$ cat src/rtl/tdm_demux.sv
// tdm_demux: sequential 1-to-NCH time-division demultiplexer.
// An interleaved sample stream (one sample per valid cycle, channel 0 marked
// by sync) is steered into NCH per-channel holding registers by a rotating
// channel counter. Per-channel update pulses, a frame-done pulse and a
// sync-misalignment pulse are all registered, so there is no combinational
// path from inputs to outputs.
module tdm_demux #(
  parameter int WIDTH = 1,   // data bits per sample
  parameter int NCH   = 4,   // channel count, power of 2, >= 2
  parameter int SELW  = 2    // counter width, must equal log2(NCH)
) (
  input  logic                  clk,
  input  logic                  rst,
  input  logic                  in_valid,
  input  logic                  sync,
  input  logic [WIDTH-1:0]      x,
  output logic [NCH*WIDTH-1:0]  y,
  output logic [NCH-1:0]        out_valid,
  output logic [SELW-1:0]       sel,
  output logic                  frame_done,
  output logic                  sync_err
);

  localparam logic [SELW-1:0] LAST_CH = SELW'(NCH - 1);

  logic [NCH*WIDTH-1:0] y_q, y_d;
  logic [NCH-1:0]       out_valid_q, out_valid_d;
  logic [SELW-1:0]      sel_q, sel_d;
  logic                 frame_done_q, frame_done_d;
  logic                 sync_err_q, sync_err_d;
  logic [SELW-1:0]      tgt;

  // Next-state: pick the target channel, decode it into a write enable, update counter and pulses.
  always_comb begin
    // NOTE: every signal gets a default before any branch; otherwise a path
    // that skips an assignment would infer a latch.
    y_d          = y_q;
    out_valid_d  = '0;
    sel_d        = sel_q;
    frame_done_d = 1'b0;
    sync_err_d   = 1'b0;
    // A sync sample always realigns to channel 0, wherever the counter was.
    tgt          = sync ? '0 : sel_q;

    if (in_valid) begin
      // Counter is exactly log2(NCH) bits, so the increment wraps NCH-1 -> 0.
      sel_d        = tgt + SELW'(1);
      frame_done_d = (tgt == LAST_CH);
      sync_err_d   = sync && (sel_q != '0);
      for (int k = 0; k < NCH; k++) begin
        if (tgt == SELW'(k)) begin
          out_valid_d[k]            = 1'b1;
          y_d[k*WIDTH +: WIDTH]     = x;
        end
      end
    end
  end

  // State registers with synchronous reset; reset wins over a same-cycle sample.
  always_ff @(posedge clk) begin
    // NOTE: sequential state uses non-blocking assignments so every flop
    // samples the pre-edge value of every other flop.
    if (rst) begin
      // NOTE: the holding registers are reset too, because y must read 0
      // after reset rather than stale channel data.
      y_q          <= '0;
      out_valid_q  <= '0;
      sel_q        <= '0;
      frame_done_q <= 1'b0;
      sync_err_q   <= 1'b0;
    end else begin
      y_q          <= y_d;
      out_valid_q  <= out_valid_d;
      sel_q        <= sel_d;
      frame_done_q <= frame_done_d;
      sync_err_q   <= sync_err_d;
    end
  end

  assign y          = y_q;
  assign out_valid  = out_valid_q;
  assign sel        = sel_q;
  assign frame_done = frame_done_q;
  assign sync_err   = sync_err_q;

endmodule

$ cat config.mk
export PLATFORM = sky130hd
export DESIGN_NAME = tdm_demux
export DESIGN_NICKNAME = d
export VERILOG_FILES = /design/src/rtl/tdm_demux.sv
export SDC_FILE = /design/constraint.sdc
export NUM_CORES = 1
export LEC_CHECK = 0
export BUFFER_PORTS_ARGS = -buffer_cell sky130_fd_sc_hd__buf_2
export CAP_MARGIN = 40
export CORE_UTILIZATION = 25
export DETAILED_ROUTE_END_ITERATION = 6
export GPL_TIMING_DRIVEN = 0
export SLEW_MARGIN = 25
export SYNTH_ARGS = -nofsm -noshare
export SYNTH_HDL_FRONTEND = slang
export SYNTH_SLANG_ARGS = --single-unit
export TNS_END_PERCENT = 30
$ cat constraint.sdc
create_clock -name clk -period 2.9 [get_ports clk]
set_input_delay 0.58 -clock clk [delete_from_list [all_inputs] [get_ports clk]]
set_output_delay 0.58 -clock clk [all_outputs]
set_load 0.01 [all_outputs]
==> summary.md <==
| Metric | Value |
|---|---|
| Die area | 1920 sq um |
| Die W | 43.8 um |
| Total CTS buffers | 3 |
| Startpoint Class | flip-flop |
| Drt pass-1 iters | 6 |
| Routing usage on met3 | 3.75% |
| Cell Count, Final, Fillers Out | 81 |
| Worst Clk Skew | 0.000533 ns |
| Initial core utilization | 27.7% |
| Max Cap Viol | 0 |
| Pre-CTS WS | 1.43 ns |
| Final cell utilization of the core | 35.7% |
| Die Ht | 43.8 um |
| Seq cells post-synth | 11 |
| Tmin final | 1.41 ns |
| Vias | 368 |
| Total Wirelength | 745 um |
| Dpl cells | 77 |
| Largest net degree at the start of global routing | 11 |
| Failing checks | DRC |
| Clk slew on worst S/H paths | 0.06 ns |
| Crit path max-delay family | flip-flops |
| Buffers on Ports | 16 |
| Antenna diodes | 0 |
| TritonCTS clock tree | built |
| Max VDD drop | 165 uV |
| GRT met1 Usage | 10.4% |
| Post-cts resize count | 0 |
| Slew headroom | 88.3% |
| Syn nets | 52 |
| Post-DP HPWL | 572 um |
| First-pass GRT wire length | 1170 um |
| H-tree Lvls | 1 |
| Clock Latency Late Sink | 0.26 ns |
| Maximum clock frequency | 0.708 GHz |
| Hold Fails Final Rpt | 0 |
| Period utilization | 48.7% |
| Slew Viols, Final | 0 |
| Number of post-CTS setup repair buffers | 0 |
| Seq/Total Area, Yosys | 50.4% |
| Worst-Margin Slew | 0.174 ns |
| WL/cell | 9.20 um |
| Netlist cell types | 20 |
| Final WS setup | 1.49 ns |
| Mapped Cells | 45 |
| Slowest-stage cell, CP | dfxtp_1 |
| P per Cell Area | 520 nW/um^2 |
| Ports | 17 |
| Critical path fanouts, max | 6 |
| WP data required | 2.32 ns |
| Row cnt | 14 |
| Outcome | complete, but fails checks |
| Iteration-0 DRC Markers | 12 |
| Longest Clk Path Bufs | 2 |
| Final TNS setup | 0 ns |
| Proportion of layout cells with a drive suffix above 1 | 40.0% |
| Setup CP Type | reg2out |
| Drt drc | 1 |
| CTS root buf | clkbuf_4 |
| Maximum single-stage delay on the critical path | 0.41 ns |
| Synthesized area per cell | 9.70 sq um |
| Gr busiest metal | met2 |
| Buf/Inv on CP | 1 |
| YS warnings | 0 |
| Core Area | 1580 sq um |
| # clock sinks | 11 |
| Routability congestion estimate | 0.680 |
| CP Capture Type | output port |
| P_leak | 0.274 nW |
| Worst min path class | reg2reg |
| Endpoints failing setup | 0 |
| Vias/cell | 4.54 |
| Hold buffer count at CTS | 0 |
| Final nets | 73 |
| Grt ovf | 0 |
| Post-route ant nets | 0 |
| M2 GR Usage | 12.2% |
| Synthesized cell area | 437 sq um |
| Total track usage | 8.83% |
| Unrepaired setup endpoints after global routing | false |
| Vias in the first global route | 294 |
| CP Cell Sequence | buf_2 |
| Initial antenna violation count | 0 |
| Area Growth Syn to Fin | 28.9% |
| Critical Path AT | 0.83 ns |
## layout make-up
class | instances | area, sq um
Fill cell | 172 | 1010
Buffer | 3 | 17.5
Multi-Input combinational cell | 29 | 191
Timing Repair Buffer | 16 | 80.1
Tap cell | 16 | 20.0
Clock buffer | 4 | 26.3
Inverter | 2 | 7.51
Sequential cell | 11 | 220
## flip-flops by register name (all words and copies together), names as in the netlist
signal / cells
sel: 2
out_valid: 4
sync_err: 1
y: 4
## routing by layer
metal / vias up / share of wire [%] / wire, um
met2: 9 / 47 / 352
met4: 0 / 1.6 / 12
met3: 2 / 4.7 / 35
met1: 162 / 46 / 344
met5: - / 0 / 0
li1: 195 / - / -
## cells by family (layout without fill, tap and decap cells)
group,count (synthesis),count (layout),share of synthesized area [%]
AOI/OAI and AO/OA,6,6,9.74
adders and majority gates,2,2,5.73
buffers and inverters,5,25,5.73
DFF,11,11,50.4
muxes,1,1,2.29
and+or+nand+nor,20,20,26.1
## tightest hold or removal path, delay by kind of cell (launching register included)
kind,cells,cell delay (ns)
simple gates,1,0.05
flops,1,0.31
compound gates,1,0.05
## placed cells by master (no fill, tap or decap)
master and count:
inv_2 2, and4bb_2 1, mux2i_1 1, ha_1 2, and4b_1 1, nand2b_1 4, nand2_1 4, clkbuf_4 3
a21oi_1 2, nor2_1 5, o21ai_1 1, buf_2 18, a211oi_1 1, nand4b_1 1, nand3_1 2, nand3b_1 1
nor2b_1 1, clkbuf_1 1, dfxtp_1 11, buf_4 1, o21a_1 1, a211oi_2 1
## synthesized netlist by cell type
master / count / area, sq um
a211oi_1: 1 / 7.51
a211oi_2: 1 / 12.5
a21oi_1: 2 / 10.0
and4b_1: 1 / 10.0
and4bb_2: 1 / 12.5
buf_2: 2 / 10.0
buf_4: 1 / 7.51
dfxtp_1: 11 / 220
ha_1: 2 / 25.0
inv_2: 2 / 7.51
mux2i_1: 1 / 10.0
nand2_1: 4 / 15.0
nand2b_1: 4 / 25.0
nand3_1: 2 / 10.0
nand3b_1: 1 / 7.51
nand4b_1: 1 / 8.76
nor2_1: 5 / 18.8
nor2b_1: 1 / 6.26
o21a_1: 1 / 7.51
o21ai_1: 1 / 5.00
## stage by stage
stage / hold slack [ns] / power (mW) / cell area, sq um
global placement: 0.444 / 0.197 / 537
floorplan: 0.481 / 0.184 / 437
global route: 0.487 / 0.311 / 563
finish: 0.456 / 0.293 / 563
detailed placement: 0.448 / 0.197 / 537
CTS: 0.458 / 0.299 / 563
## power by group
part | switching, mW | internal, mW
Sequential | 0.00360 | 0.157
Clock | 0.0470 | 0.0531
Combinational | 0.0176 | 0.0151
## final timing paths
path / startpoint / to / slack [ns] / cells past startpoint
setup / recovery: sel[0] / sel[0] / 1.49 / 1
hold / removal: y[1] / y[1] / 0.46 / 2
setup reg to reg: sel[0] / sel[1] / 1.77 / 3
hold reg to reg: y[1] / y[1] / 0.46 / 2
Power figures use the tool's default switching activity.
